`src/rtl/csr_mtrap_unit.sv`:
```
// csr_mtrap_unit: machine-mode CSR file and trap/redirect controller for the CU.
// Define CSR_COUNTER_EN to build the 64-bit mcycle/minstret counters.
module csr_mtrap_unit #(
    parameter int unsigned            XLEN      = 32,
    parameter int unsigned            NUM_IRQ   = 4,
    parameter logic [XLEN-1:0]        MTVEC_RST = '0
) (
    input  logic                clk,
    input  logic                rst,
    input  logic [11:0]         csr_read_index,
    input  logic [11:0]         csr_write_index,
    input  logic                csr_write,
    input  logic [XLEN-1:0]     csr_data_w,
    output logic [XLEN-1:0]     csr_data_r,
    output logic                illegal_csr,
    input  logic                exc_valid,
    input  logic [3:0]          exc_cause,
    input  logic [XLEN-1:0]     exc_pc,
    input  logic [XLEN-1:0]     exc_tval,
    input  logic                int_acc,
    input  logic [XLEN-1:0]     int_pc,
    input  logic                m_ret,
    input  logic                irq_soft,
    input  logic                irq_timer,
    input  logic [NUM_IRQ-1:0]  irq_ext,
    input  logic                inst_retire,
    output logic                int_req,
    output logic                trap_taken,
    output logic [XLEN-1:0]     trap_pc
);

    localparam logic [11:0] A_MSTATUS  = 12'h300;
    localparam logic [11:0] A_MIE      = 12'h304;
    localparam logic [11:0] A_MTVEC    = 12'h305;
    localparam logic [11:0] A_MSCRATCH = 12'h340;
    localparam logic [11:0] A_MEPC     = 12'h341;
    localparam logic [11:0] A_MCAUSE   = 12'h342;
    localparam logic [11:0] A_MTVAL    = 12'h343;
    localparam logic [11:0] A_MIP      = 12'h344;
`ifdef CSR_COUNTER_EN
    localparam logic [11:0] A_MCYCLE    = 12'hB00;
    localparam logic [11:0] A_MCYCLEH   = 12'hB80;
    localparam logic [11:0] A_MINSTRET  = 12'hB02;
    localparam logic [11:0] A_MINSTRETH = 12'hB82;
`endif

    localparam logic [XLEN-1:0] MIE_MASK =
        (((XLEN'(1) << NUM_IRQ) - XLEN'(1)) << 16) | XLEN'(32'h88);
    localparam logic [XLEN-1:0] EPC_MASK = ~XLEN'(3);

    logic            mstatus_mie, mstatus_mpie;
    logic [XLEN-1:0] mie_q, mip_q, mtvec_q, mscratch_q, mepc_q, mcause_q, mtval_q;
    logic [XLEN-1:0] mstatus_rd, irq_vec, pending, trap_base, int_target;
    logic [4:0]      irq_cause;
    logic            take_exc, take_int, take_ret, do_write;

    function automatic logic is_mapped(input logic [11:0] idx);
        case (idx)
            A_MSTATUS, A_MIE, A_MTVEC, A_MSCRATCH,
            A_MEPC, A_MCAUSE, A_MTVAL, A_MIP:          is_mapped = 1'b1;
`ifdef CSR_COUNTER_EN
            A_MCYCLE, A_MCYCLEH, A_MINSTRET, A_MINSTRETH: is_mapped = 1'b1;
`endif
            default:                                   is_mapped = 1'b0;
        endcase
    endfunction

    always_comb begin
        mstatus_rd        = '0;
        mstatus_rd[12:11] = 2'b11;
        mstatus_rd[7]     = mstatus_mpie;
        mstatus_rd[3]     = mstatus_mie;
        irq_vec                   = '0;
        irq_vec[3]                = irq_soft;
        irq_vec[7]                = irq_timer;
        irq_vec[16 +: NUM_IRQ]    = irq_ext;
    end

    assign pending = mip_q & mie_q;

    // Sources are tested lowest priority first so the last hit wins.
    always_comb begin
        irq_cause = 5'd0;
        if (pending[7])  irq_cause = 5'd7;
        if (pending[3])  irq_cause = 5'd3;
        if (pending[11]) irq_cause = 5'd11;
        for (int unsigned i = 0; i < NUM_IRQ; i++)
            if (pending[16 + i]) irq_cause = 5'(16 + i);
    end

    assign trap_base  = {mtvec_q[XLEN-1:2], 2'b00};
    assign int_target = (mtvec_q[1:0] == 2'b01) ? trap_base + XLEN'({irq_cause, 2'b00})
                                                : trap_base;

    assign take_exc = exc_valid;
    assign take_int = !exc_valid && int_acc && int_req;
    assign take_ret = !exc_valid && !take_int && m_ret;
    assign do_write = csr_write && !exc_valid && !take_int && !m_ret
                      && is_mapped(csr_write_index);

    assign illegal_csr = !is_mapped(csr_read_index)
                         || (csr_write && !is_mapped(csr_write_index));

`ifdef CSR_COUNTER_EN
    logic [63:0] mcycle_q, minstret_q;

    always_ff @(posedge clk or negedge rst) begin
        if (!rst) begin
            mcycle_q   <= '0;
            minstret_q <= '0;
        end else begin
            if (do_write && csr_write_index == A_MCYCLE)
                mcycle_q <= {mcycle_q[63:32], csr_data_w};
            else if (do_write && csr_write_index == A_MCYCLEH)
                mcycle_q <= {csr_data_w, mcycle_q[31:0]};
            else
                mcycle_q <= mcycle_q + 64'd1;
            if (do_write && csr_write_index == A_MINSTRET)
                minstret_q <= {minstret_q[63:32], csr_data_w};
            else if (do_write && csr_write_index == A_MINSTRETH)
                minstret_q <= {csr_data_w, minstret_q[31:0]};
            else if (inst_retire)
                minstret_q <= minstret_q + 64'd1;
        end
    end
`else
    logic unused_retire;
    assign unused_retire = inst_retire;
`endif

    always_comb begin
        csr_data_r = '0;
        case (csr_read_index)
            A_MSTATUS:   csr_data_r = mstatus_rd;
            A_MIE:       csr_data_r = mie_q;
            A_MTVEC:     csr_data_r = mtvec_q;
            A_MSCRATCH:  csr_data_r = mscratch_q;
            A_MEPC:      csr_data_r = mepc_q;
            A_MCAUSE:    csr_data_r = mcause_q;
            A_MTVAL:     csr_data_r = mtval_q;
            A_MIP:       csr_data_r = mip_q;
`ifdef CSR_COUNTER_EN
            A_MCYCLE:    csr_data_r = mcycle_q[31:0];
            A_MCYCLEH:   csr_data_r = mcycle_q[63:32];
            A_MINSTRET:  csr_data_r = minstret_q[31:0];
            A_MINSTRETH: csr_data_r = minstret_q[63:32];
`endif
            default:     csr_data_r = '0;
        endcase
    end

    always_ff @(posedge clk or negedge rst) begin
        if (!rst) begin
            mstatus_mie  <= 1'b0;
            mstatus_mpie <= 1'b0;
            mie_q        <= '0;
            mip_q        <= '0;
            mtvec_q      <= MTVEC_RST;
            mscratch_q   <= '0;
            mepc_q       <= '0;
            mcause_q     <= '0;
            mtval_q      <= '0;
            int_req      <= 1'b0;
            trap_taken   <= 1'b0;
            trap_pc      <= '0;
        end else begin
            mip_q      <= irq_vec;
            int_req    <= mstatus_mie && (pending != '0);
            trap_taken <= 1'b0;
            if (take_exc) begin
                mepc_q       <= exc_pc & EPC_MASK;
                mcause_q     <= {{(XLEN-4){1'b0}}, exc_cause};
                mtval_q      <= exc_tval;
                mstatus_mpie <= mstatus_mie;
                mstatus_mie  <= 1'b0;
                trap_taken   <= 1'b1;
                trap_pc      <= trap_base;
            end else if (take_int) begin
                mepc_q       <= int_pc & EPC_MASK;
                mcause_q     <= {1'b1, {(XLEN-6){1'b0}}, irq_cause};
                mtval_q      <= '0;
                mstatus_mpie <= mstatus_mie;
                mstatus_mie  <= 1'b0;
                trap_taken   <= 1'b1;
                trap_pc      <= int_target;
            end else if (take_ret) begin
                mstatus_mie  <= mstatus_mpie;
                mstatus_mpie <= 1'b1;
                trap_taken   <= 1'b1;
                trap_pc      <= mepc_q;
            end else if (do_write) begin
                case (csr_write_index)
                    A_MSTATUS: begin
                        mstatus_mie  <= csr_data_w[3];
                        mstatus_mpie <= csr_data_w[7];
                    end
                    A_MIE:      mie_q      <= csr_data_w & MIE_MASK;
                    A_MTVEC:    mtvec_q    <= csr_data_w;
                    A_MSCRATCH: mscratch_q <= csr_data_w;
                    A_MEPC:     mepc_q     <= csr_data_w & EPC_MASK;
                    A_MCAUSE:   mcause_q   <= csr_data_w;
                    A_MTVAL:    mtval_q    <= csr_data_w;
                    default:    ;
                endcase
            end
        end
    end

endmodule

```
`config.mk`:
```
export PLATFORM = sky130hd
export DESIGN_NAME = csr_mtrap_unit
export DESIGN_NICKNAME = d
export VERILOG_FILES = /design/src/rtl/csr_mtrap_unit.sv
export SDC_FILE = /design/constraint.sdc
export NUM_CORES = 1
export LEC_CHECK = 0
export BUFFER_PORTS_ARGS = -buffer_cell sky130_fd_sc_hd__buf_2
export CAP_MARGIN = 10
export CORE_UTILIZATION = 55
export CTS_CLUSTER_DIAMETER = 30
export DETAILED_ROUTE_END_ITERATION = 8
export PLACE_DENSITY = 0.8
export SLEW_MARGIN = 5
export SYNTH_ARGS = -nofsm -noshare
export SYNTH_HDL_FRONTEND = slang
export SYNTH_SLANG_ARGS = --single-unit
```
`constraint.sdc`:
```
create_clock -name clk -period 4.4 [get_ports clk]
set_clock_uncertainty 0.1 [all_clocks]
set_input_delay 0.88 -clock clk [delete_from_list [all_inputs] [get_ports clk]]
set_output_delay 0.88 -clock clk [all_outputs]
set_load 0.01 [all_outputs]
```
* Word level (Yosys, flattened, before mapping)
Index checks and enable logic that the tools add are counted.
Storage, ports and cells: flip-flop bits (word level) 208, output and inout bits 67
Operators by class: $add $sub $neg 1, eq/ne operators 18, muxes and demuxes 42, bitwise logic cells 4, reductions and logical operators 33
Operators by type and width (count):
- 32-bit 2-to-1 mux | 19
- 32-bit one-hot mux with 8 select lines | 1
- 12-bit by 10-bit == test with 1-bit output (second input constant) | 16
- 32-bit by 7-bit adder with 32-bit output | 1
- 32-bit nonzero test | 1
- 5-bit 2-to-1 mux | 6
- 20-bit bitwise AND | 1
- 8-bit OR reduction | 2
- 1-bit 2-to-1 mux | 15
- 5-bit AND reduction | 3
- 3-bit nonzero test | 5
- 1-bit logical AND | 10
- 3-bit AND reduction | 3
- 4-bit nonzero test | 2
- 1-bit logical NOT | 5
- 3-bit 2-to-1 mux | 1
- 3-bit != test (second input constant) | 1
- 1-bit NOT | 3
- 2-bit by 1-bit == test with 1-bit output (second input constant) | 1
- 2-bit AND reduction | 1
- 1-bit logical OR | 1

* Longest topological paths before layout
Gate-level depths: netlist (run 1).
depth in word-level cells 12, mapped depth 11

* Worst setup path after synthesis (run 1)
OpenSTA, ideal clock, no wires.
path kind input port to output port, from input port csr_read_index[10], to output port csr_data_r[5], arrival 2.632 ns, slack 0.788 ns, stages on the path 7, cells stage by stage or4_1 or3_1 clkbuf_1 nor3_4 buf_2 nand2_1 o221ai_1
Between the ends: cells in the longest elaborated chain, start to end 2, elaborated cells on any way between the ends 9, classes of those cells 8 x eq/ne; 1 x mux
Ends and longest elaborated chain:
- start: declaration | RTL line 10 | input logic [11:0] csr_read_index,
- 12-bit by 10-bit == test with 1-bit output | RTL line 133 | case (csr_read_index)
- 32-bit one-hot mux with 8 select lines * | RTL line 133
- end: declaration | RTL line 14 | output logic [XLEN-1:0] csr_data_r,
Mark *: on every way between the ends. The rest lies on a longest branch, timed or not.

* Worst setup path after layout (run 1)
from input port csr_read_index[10], to output port csr_data_r[0]
Same word-level chain as after synthesis.

==> out/qor.yml, run 1 <==
status:
  status: "finished clean"
logic_synthesis:
  synth_edf_count: 0
  ys.flop_type: "dfrtp_1"
  synthAdderAreaFrac_pct: 0.606
  yosysUniqueCellTypes: 72
  syn_inst: 1234
  synthXorXnorAreaFrac_pct: 0.0758
  synth_top_cell_by_area: "dfrtp_1"
  synthTopCellsByArea: "dfrtp_1, nand2_1, mux2_2"
  synth.yosys.seq_area_share_pct: 44.2
  synth_top_family_by_area: "simple AND/OR/NAND/NOR gates"
  ys_warn_count: 0
  syn_area_um2: 11600
  netlist.area_leader.share_pct: 44.2
  avgSynthCellArea_um2: 9.37
  synth_seq_cells: 204
  synth.mux.area_fraction_pct: 14.6
  async_flop_share_pct: 100
  synth_compound_area_share_pct: 15.5
  yosys.area_share.simple_pct: 21.0
place:
  gp_congestion: 0.963
  io_buffers: 228
  pre_cts_slack_ns: 0.535
  place.detailed.hpwl_mm: 25.7
floorplanning:
  pin_count: 236
  die-area_um2: 21600
  start_util_pct: 56.6
  core_region_area_um2: 20400
  die_x_um: 147
  die_y_um: 147
  num_rows: 52
timing:
  finalMaxSlewViolations: 0
  post-route-period-util_pct: 88.2
  max_freq_mhz: 258
  final-setup-viol-count: 0
  relSlewSlack_pct: 40.6
  timing.hold.ws_ns: 0.269
  hold_viol: 0
  tns_ns: 0
  rsz0062_at_grt: "false"
  tightest_slew_ns: 0.892
  worst_slack_ns: 0.517
  period_needed_ns: 3.88
finish:
  layout_commonest_cell: "nand2_1"
  final_nets: 1630
  final_cell_mix: "nand2_1, buf_2, dfrtp_1"
  drive_gt1_share_pct: 30.0
  fillCellCount: 1493
  syn_to_final_growth_pct: 27.1
  utilization_pct: 71.9
critical_path:
  crit_required_ns: 3.42
  r2r_cells: 10
  r2r_slack_ns: 0.63
  cpPeakStageDelay_ns: 0.56
  crit_top_cell: "buf_2"
  r2r_start: "mie_q[19]"
  cp-end-kind: "primary output"
  crit_buf_inv: 3
  cp_max_fo: 14
  crit_chain: "buf_2 -> or4_1 -> or3_1 -> nor3_4 -> buf_4 -> a221o_1 -> buf_2"
  setup.worst_path.start_class: "input port"
  critPathSlowestCell: "or4_1"
  critical_path_class: "input port to primary output"
  critPathTopFamily: "simple AND/OR/NAND/NOR gates"
  worstReg2RegEnd: "trap_pc[24]"
  cp.arrival_ns: 2.90
clock_tree:
  clock_sinks: 204
  htreeDepth: 2
  clockRootBuffer: "clkbuf_16"
  clk_pin_slew_ns: 0.05
  clkLatencyLatePin_ns: 0.54
  cts_buffer_depth: 3
  cts_tree: "yes"
  post-cts-setup-buffer-count: 0
  cts-hold-fix-buffers: 0
  numCtsBuffers: 48
  cts_resized: 0
routing:
  vias_per_cell: 6.47
  drtIter0Drc: 1220
  drc_errors: 0
  ant_nets: 0
  wl_per_cell_um: 22.4
  drt-pass1-iter-count: 5
  totalWireLength_mm: 39.6
  via_count: 11400
grt:
  antenna_found_initial: 0
  grt_pass1_wl_mm: 62.5
  grt_max_degree: 71
  grt_pass1_vias: 11400
  gr-total-overflow: 0
  grt_usage_pct: 37.4
hold_path:
  hold_path_class: "input port to asynchronous set/reset pin"
run:
  maxCapViolCount: 0
power_and_ir_drop:
  power.leakage_nw: 7.13
  power_density_nw_per_um2: 426
  power_w: 0.00627
  ir_drop_mv: 0.276
flip-flops by register name, indices dropped and copies added (netlist names):
name,count
mcause_q,32
mscratch_q,32
mtval_q,32
mtvec_q,32
mepc_q,30
trap_pc,30
mie_q,6
mip_q,6
int_req,1
mstatus_mie,1
mstatus_mpie,1
trap_taken,1
worst register-to-register path, cell delays in order, from the launching register on:
cell       delay, ns
dfrtp_1         0.41
a22oi_1         0.24
nand2_1         0.24
a211oi_1        0.59
ha_1            0.38
nor2b_1         0.18
o211ai_1        0.63
a2111oi_1       0.20
buf_4           0.20
and2_1          0.21
a211oi_1        0.28
routing by layer:
metal	routed length, µm	track usage [%]	share of wire [%]
met1	15400	49.8	39
met2	18500	59.6	47
met3	3980	6.89	10
met4	1710	17.3	4.3
met5	0	0	0
power breakdown:
part | internal (W) | leakage (nW) | switching [W]
combinational | 0.000202 | 3.64 | 0.000289
clock | 0.00261 | 0.821 | 0.00113
sequential | 0.00196 | 2.67 | 0.0000699
total | 0.00478 | 7.13 | 0.00149
stage by stage:
stage	area (µm²)	instances
global placement	13000	1676
CTS	14700	1762
detailed placement	13000	1676
floorplan	11600	1235
global route	14700	1762
finish	14700	1765
synthesized netlist by cell type (all sizes together) (4+ instances only):
cell,number
nand2,242
dfrtp,204
nand3,98
mux2,83
clkbuf,65
mux2i,64
a21oi,58
nor2,55
and3,37
o31ai,33
buf,28
o21ai,28
o221ai,24
nor3,19
inv,16
a22oi,15
nand2b,13
a211oi,12
o22ai,12
and2,11
nand4,10
a31oi,9
a2111oi,6
nor2b,6
nor4,6
a221o,5
a221oi,5
and4,5
mux4,5
a311oi,4
ha,4
o211ai,4
worst max-delay path by stage:
stage	startpoint	to	slack (ns)	depth (start not counted)
after floorplan	csr_read_index[10]	csr_data_r[5]	0.79	7
after global placement	csr_read_index[10]	csr_data_r[0]	0.54	7
after detailed placement	csr_read_index[10]	csr_data_r[0]	0.53	7
after CTS	csr_read_index[10]	csr_data_r[10]	0.53	8
after global routing	csr_read_index[10]	csr_data_r[10]	0.43	8
final	csr_read_index[10]	csr_data_r[0]	0.52	7
layout make-up:
class	count	area (µm²)	share of cell area, %
Tap cell	270	338	2.30
Multi-Input combinational cell	922	6020	41.0
Antenna cell	3	7.51	0.0511
Clock buffer	61	1340	9.14
Clock inverter	25	370	2.52
Timing Repair Buffer	264	1450	9.87
Inverter	16	60.1	0.409
Sequential cell	204	5100	34.7
cells by family after synthesis:
logic type               count (synthesis)
AO/OA/AOI/OAI                          243
XOR/XNOR                                 1
adder cells (fa/ha/maj)                  5
buffers and inverters                  109
flip-flops                             204
multiplexers                           152
other                                    1
AND/OR/NAND/NOR                        519
No activity file was read; power rests on OpenSTA's default activity.
==> run 2: changes to the inputs <==
--- a/config.mk
+++ b/config.mk
@@ -10,6 +10,7 @@
 export CORE_UTILIZATION = 55
 export CTS_CLUSTER_DIAMETER = 30
 export DETAILED_ROUTE_END_ITERATION = 8
+export MAX_ROUTING_LAYER = met4
 export PLACE_DENSITY = 0.8
 export SLEW_MARGIN = 5
 export SYNTH_ARGS = -nofsm -noshare
==> constraint.sdc (replaced) <==
create_clock -name clk -period 4.4 [get_ports clk]
set_clock_uncertainty 0.1 [all_clocks]
set_input_delay 0.66 -clock clk [delete_from_list [all_inputs] [get_ports clk]]
set_output_delay 0.66 -clock clk [all_outputs]
set_load 0.01 [all_outputs]
==> run 2 against run 1 <==
Sequential share of layout area increased by 0.50 points. Core utilization decreased by 1.0 points. Final cell count decreased by 0.74%. Register-to-register slack improved by 0.05 ns. Worst setup slack improved by 0.16 ns. Critical path depth increased by 4.
==> out/qor.yml, run 2 (synthesis results as in run 1) <==
hold_path:
  hold_path_class: "input port to asynchronous set/reset pin"
clock_tree:
  cts_tree: "yes"
  post-cts-setup-buffer-count: 0  # unchanged
  clkLatencyLatePin_ns: 0.52  # -0.02 ns
  clk_pin_slew_ns: 0.05  # about the same
  clock_sinks: 204  # unchanged
  clockRootBuffer: "clkbuf_16"
  cts_buffer_depth: 3  # unchanged
  cts_resized: 0  # unchanged
  htreeDepth: 2  # unchanged
  numCtsBuffers: 45  # -6.3%
  cts-hold-fix-buffers: 0  # unchanged
critical_path:
  setup.worst_path.start_class: "flip-flop"
  critPathTopFamily: "compound AO/OA/AOI/OAI gates"
  cp_max_fo: 8  # -6
  critical_path_class: "flip-flop to flip-flop"
  r2r_slack_ns: 0.68  # +0.05 ns
  cp-end-kind: "flip-flop"
  crit_chain: "a22o_1 -> a22o_1 -> a22o_1 -> ha_1 -> inv_1 -> fa_1 -> nor2b_1 -> o211ai_1 -> a2111oi_0 -> mux2i_1 -> a21oi_1"
  critPathSlowestCell: "a2111oi_0"
  crit_required_ns: 4.70  # +1.28 ns
  cp.arrival_ns: 4.02  # +1.12 ns
  crit_top_cell: "a22o_1"
  crit_buf_inv: 1  # -2
  cpPeakStageDelay_ns: 0.76  # +0.20 ns
routing:
  drt-pass1-iter-count: 6  # +1
  totalWireLength_mm: 38.5  # -2.6%
  drtIter0Drc: 1045  # -14%
  drc_errors: 0  # unchanged
  vias_per_cell: 6.38  # -1.4%
  wl_per_cell_um: 22.0  # -1.9%
  ant_nets: 0  # unchanged
  via_count: 11200  # -2.1%
finish:
  final_nets: 1621  # -0.55%
  layout_commonest_cell: "nand2_1"
  fillCellCount: 1560  # +4.5%
  final_cell_mix: "nand2_1, buf_2, dfrtp_1"
  seqCellArea_um2: 5100  # unchanged
  stdcell_area_um2: 14500  # -1.4%
  multi_input_area_um2: 6020  # unchanged
  drive_gt1_share_pct: 29.4  # -0.52 points
  syn_to_final_growth_pct: 25.3
timing:
  period_needed_ns: 3.72  # -0.158 ns
  rsz0062_at_grt: "false"
  tightest_slew_ns: 1.05  # +0.162 ns
  hold_viol: 0  # unchanged
  max_freq_mhz: 268  # +4.2%
  final-setup-viol-count: 0  # unchanged
  tns_ns: 0  # unchanged
  relSlewSlack_pct: 29.5  # -11 points
  finalMaxSlewViolations: 0  # unchanged
  post-route-period-util_pct: 84.6  # -3.6 points
power_and_ir_drop:
  power_density_nw_per_um2: 409  # -4.0%
  ir_drop_mv: 0.259  # -6.0%
  power.leakage_nw: 7.03  # -1.4%
place:
  place.detailed.hpwl_mm: 25.1  # -2.4%
  io_buffers: 228  # unchanged
  gp_congestion: 0.933  # -3.2%
  place_area_um2: 12900  # -0.35%
grt:
  antenna_found_initial: 0  # unchanged
  grt_max_degree: 101  # +42%
  gr-total-overflow: 0  # unchanged
  grt_pass1_vias: 11100  # -2.7%
  grt_usage_pct: 37.4  # about the same
  grt_pass1_wl_mm: 60.8  # -2.7%
floorplanning:
  die_x_um: 147  # unchanged
  die_y_um: 147  # unchanged
  die-area_um2: 21600  # unchanged
  num_rows: 52  # unchanged
  core_region_area_um2: 20400  # unchanged
  pin_count: 236  # unchanged
  start_util_pct: 56.6  # unchanged
status:
  status: "finished clean"
run:
  maxCapViolCount: 0  # unchanged
## run 2: cell types whose count changed in the layout (fill, tap and decap cells not counted)
cell / previous run / this run
buf_4: 36 / 30
bufinv_16: 8 / 6
clkbuf_16: 50 / 46
clkbuf_8: 6 / 7
clkinv_2: 5 / 8
clkinv_4: 3 / 2
diode_2: 3 / 1
inv_6: 2 / 0
## run 2: area by class of cell
class	instances	area share, %
antenna	1	0.0173
tap	270	2.33
inverter	16	0.415
timing repair buffer	258	9.70
sequential	204	35.2
clock buffer	58	8.67
multi-input combinational	922	41.6
clock inverter	23	2.06
## run 2: worst paths after layout
| path | start | to | cells after the start |
|---|---|---|---|
| min | rst | mtval_q[9] | 1 |
| min in group clk | irq_ext[1] | mip_q[17] | 1 |
| max reg2reg | mie_q[3] | trap_pc[22] | 11 |
| min reg2reg | mscratch_q[16] | mscratch_q[16] | 1 |
| max in group asynchronous | rst | mtvec_q[2] | 2 |
| max | mie_q[3] | trap_pc[22] | 11 |
## run 2: worst register-to-register path, stage by stage, from the launching register on
cell       delay, ns
dfrtp_1         0.39
a22o_1          0.27
a22o_1          0.19
a22o_1          0.26
ha_1            0.24
inv_1           0.07
fa_1            0.41
nor2b_1         0.27
o211ai_1        0.32
a2111oi_0       0.76
mux2i_1         0.28
a21oi_1         0.06
## run 2: through the flow
step                      hold WS (ns)  util [%]  cells  power (W)  worst slack [ns]
after floorplan                  0.264         -   1235    0.00229              1.23
after global placement           0.382      63.3   1670    0.00252             0.710
after detailed placement         0.393      63.3   1670    0.00253             0.689
after CTS                        0.139      70.9   1751    0.00594             0.710
after global routing             0.144      70.9   1751    0.00610             0.575
final                            0.139      70.9   1752    0.00593             0.675
## run 2: metal layers
metal  track usage, %  share of wire [%]  up-vias
met1             48.8                 39     5422
met4             16.9                4.0        0
met3             6.71                 10      120
met5                -                  0        -
li1                 -                  -     4962
met2             57.1                 47      676
## run 2: report_power, final
group | internal (W) | total (W) | switching [W]
combinational | 0.000200 | 0.000483 | 0.000283
clock | 0.00235 | 0.00342 | 0.00106
sequential | 0.00196 | 0.00203 | 0.0000704
total | 0.00451 | 0.00593 | 0.00142
==> run 3: changes to the inputs <==
--- a/config.mk
+++ b/config.mk
@@ -5,13 +5,14 @@
 export SDC_FILE = /design/constraint.sdc
 export NUM_CORES = 1
 export LEC_CHECK = 0
+export ABC_AREA = 1
 export BUFFER_PORTS_ARGS = -buffer_cell sky130_fd_sc_hd__buf_2
 export CAP_MARGIN = 10
-export CORE_UTILIZATION = 55
+export CORE_UTILIZATION = 51
 export CTS_CLUSTER_DIAMETER = 30
 export DETAILED_ROUTE_END_ITERATION = 8
 export MAX_ROUTING_LAYER = met4
-export PLACE_DENSITY = 0.8
+export PLACE_DENSITY = 0.77
 export SLEW_MARGIN = 5
 export SYNTH_ARGS = -nofsm -noshare
 export SYNTH_HDL_FRONTEND = slang
==> constraint.sdc (replaced) <==
create_clock -name clk -period 3.1 [get_ports clk]
set_clock_uncertainty 0.1 [all_clocks]
set_input_delay 0.465 -clock clk [delete_from_list [all_inputs] [get_ports clk]]
set_output_delay 0.465 -clock clk [all_outputs]
set_load 0.01 [all_outputs]
==> run 3 against run 2 <==
Largest cell class unchanged. Routed wire length rose by 29%. Via count rose by 24%. Clock power rose by 46%. Synthesized cell count rose by 43%. Total power rose by 48%. Final cell count rose by 35%. Hold slack got worse by 0.011 ns. Largest power group unchanged. Core utilization fell by 4.5 points.
==> out/qor.yml, run 3 <==
critical_path:
  setup.worst_path.start_class: "input port"
  cp.arrival_ns: 2.37  # -1.65 ns
  critical_path_class: "input port to primary output"
  crit_required_ns: 2.53  # -2.17 ns
  cp_max_fo: 16  # +8
  cp-end-kind: "primary output"
power_and_ir_drop:
  pwr-share-comb_pct: 9.2  # +1.1 points
  power_density_nw_per_um2: 557  # +36%
  switching_share_pct: 25.9  # +2.0 points
  p_switching_w: 0.00226  # +60%
  ir_drop_mv: 0.413  # +59%
  internal_power_w: 0.00649  # +44%
  power_w: 0.00876  # +48%
  power.leakage_nw: 8.25  # +17%
  power.share.sequential_pct: 33.8  # -0.5 points
  power_frac_clock_pct: 57.1  # -0.5 points
clock_tree:
  clkLatencyLatePin_ns: 0.53  # about the same
  cts_buffer_depth: 3  # unchanged
  cts_tree: "yes"
  htreeDepth: 2  # unchanged
  clock_sinks: 204  # unchanged
  numCtsBuffers: 47  # +4.4%
  clockRootBuffer: "clkbuf_16"
  clk_pin_slew_ns: 0.05  # about the same
timing:
  timing.hold.ws_ns: 0.128  # -0.0110 ns
  tns_ns: 0  # unchanged
  period_needed_ns: 2.94
  finalMaxSlewViolations: 0  # unchanged
  max_freq_mhz: 341
  rsz0062_at_grt: "false"
  tightest_slew_ns: 0.994  # -0.0593 ns
  hold_viol: 0  # unchanged
  post-route-period-util_pct: 94.7
  final-setup-viol-count: 0  # unchanged
  relSlewSlack_pct: 33.7  # +4.1 points
status:
  status: "finished clean"
logic_synthesis:
  ys.flop_type: "dfrtp_1"
  yosysUniqueCellTypes: 53  # -26%
  synth_top_cell_by_area: "dfrtp_1"
  synth.yosys.seq_area_share_pct: 41.1  # -3.0 points
  async_flop_share_pct: 100  # unchanged
  synthTopCellsByArea: "dfrtp_1, nand2_1, nand3_1"
  syn_inst: 1767  # +43%
  avgSynthCellArea_um2: 7.03  # -25%
  netlist.area_leader.share_pct: 41.1  # -3.0 points
  ys_top_cells_by_count: "nand2_1, dfrtp_1, nand3_1"
  synth_edf_count: 0  # unchanged
  ys_warn_count: 0  # unchanged
  syn_area_um2: 12400  # +7.4%
  synthMostInstantiatedCell: "nand2_1"
  synth_seq_cells: 204  # unchanged
routing:
  drt-pass1-iter-count: 6  # unchanged
  vias_per_cell: 5.90  # -7.6%
  drc_errors: 0  # unchanged
  via_count: 13900  # +24%
  totalWireLength_mm: 49.7  # +29%
  wl_per_cell_um: 21.0  # -4.3%
  drtIter0Drc: 1680  # +61%
  ant_nets: 0  # unchanged
floorplanning:
  start_util_pct: 52.4  # -4.2 points
  die_y_um: 158  # +7.5%
  die_x_um: 158  # +7.5%
  pin_count: 236  # unchanged
  core_region_area_um2: 23700  # +16%
  num_rows: 56  # +7.7%
  die-area_um2: 25000  # +16%
grt:
  grt_pass1_vias: 12600  # +13%
  grt_usage_pct: 41.3  # +3.9 points
  antenna_found_initial: 0  # unchanged
  gr-total-overflow: 0  # unchanged
  grt_max_degree: 87  # -14%
  grt_pass1_wl_mm: 74.5  # +23%
hold_path:
  hold_path_class: "input port to flip-flop"
finish:
  final_cell_mix: "nand2_1, buf_2, dfrtp_1"
  syn_to_final_growth_pct: 26.7
  utilization_pct: 66.5  # -4.5 points
  drive_gt1_share_pct: 20.5  # -8.9 points
  layout_commonest_cell: "nand2_1"
  final_nets: 2177  # +34%
run:
  maxCapViolCount: 0  # unchanged
place:
  io_buffers: 228  # unchanged
  place.detailed.hpwl_mm: 35.9  # +43%
  gp_congestion: 0.979  # +4.9%
[run 3: changes by cell type in the layout (fill, tap and decap cells not counted), moves of 21 or more]
cell | previous run | this run
inv_1 | 15 | 130
buf_4 | 30 | 51
nand3_1 | 98 | 155
nand2_1 | 241 | 684
a221o_1 | 5 | 26
o221ai_1 | 24 | 1
nor2_1 | 54 | 112
mux2_2 | 67 | 0
o21ai_0 | 28 | 55
mux2i_1 | 64 | 0
and3_1 | 37 | 0
nand4_1 | 10 | 100
[run 3: area by class of cell]
type                       count  area (µm²)
tap                          319         399
inverter                     137         517
clock buffer                  58        1290
antenna                        1        2.50
fill                        2180        7950
sequential                   204        5100
timing repair buffer         296        1810
multi-input combinational   1317        6300
clock inverter                28         312
[run 3: metal layers]
layer  vias to the layer above  track usage (%)  routed length, µm
met3                        94             8.92               6310
met1                      6542             60.3              21200
li1                       6330                -                  -
met5                         -                -                  0
met2                       947             56.6              20700
met4                         0             12.9               1430
[run 3: what timing repair did]
action,in CTS,in global routing
hold buffers,7,0
endpoints found under the setup margin,0,16
hold endpoints to repair,89,0
resized for setup,0,10
buffers inserted,0,3
[run 3: worst paths after layout]
kind / from / to / slack [ns] / depth (start not counted)
max: csr_read_index[7] / csr_data_r[24] / 0.16 / 12
min in group asynchronous: rst / mtval_q[31] / 0.46 / 2
min: csr_data_w[27] / mtvec_q[27] / 0.13 / 3
max reg2reg: mie_q[3] / trap_pc[26] / 0.24 / 21
max in group asynchronous: rst / trap_pc[10] / 1.72 / 3
min reg2reg: mscratch_q[23] / mscratch_q[23] / 0.37 / 2
[run 3: cell families (layout without fill, tap and decap cells)]
| logic type | count (synthesis) | after routing | share of synthesized area, % |
|---|---|---|---|
| AOI/OAI and AO/OA | 199 | 199 | 10.4 |
| xor gates and xnor gates | 4 | 4 | 0.282 |
| adders and majority gates | 5 | 5 | 0.564 |
| buffers and inverters | 247 | 519 | 8.49 |
| DFF | 204 | 204 | 41.1 |
| other | 1 | 3 | 0.0302 |
| and+or+nand+nor | 1107 | 1107 | 39.1 |
[run 3: critical path, stage by stage]
cell and delay [ns]:
buf_2 0.10, nor3_2 0.27, nand2_2 0.12, nor2_4 0.21
nand3_2 0.09, inv_2 0.30, buf_4 0.22, nand2_1 0.05
o21ai_0 0.11, nor2_1 0.08, nor2_1 0.17, buf_2 0.17
[run 3: through the flow]
stage,instances,cell area (µm²),setup slack [ns]
global placement,2263,14000,0.152
floorplan,1768,12400,0.586
CTS,2356,15700,0.130
detailed placement,2263,14000,0.162
finish,2360,15700,0.165
global route,2359,15700,0.0147
[run 3: power by group through the flow]
| stage | Sequential, W | Combinational [W] | Clock, W |
|---|---|---|---|
| global route | 0.00297 | 0.000882 | 0.00512 |
| global placement | 0.00298 | 0.000767 | 0 |
| CTS | 0.00295 | 0.000790 | 0.00500 |
| finish | 0.00296 | 0.000804 | 0.00500 |
| detailed placement | 0.00299 | 0.000776 | 0 |
| floorplan | 0.00297 | 0.000372 | 0 |
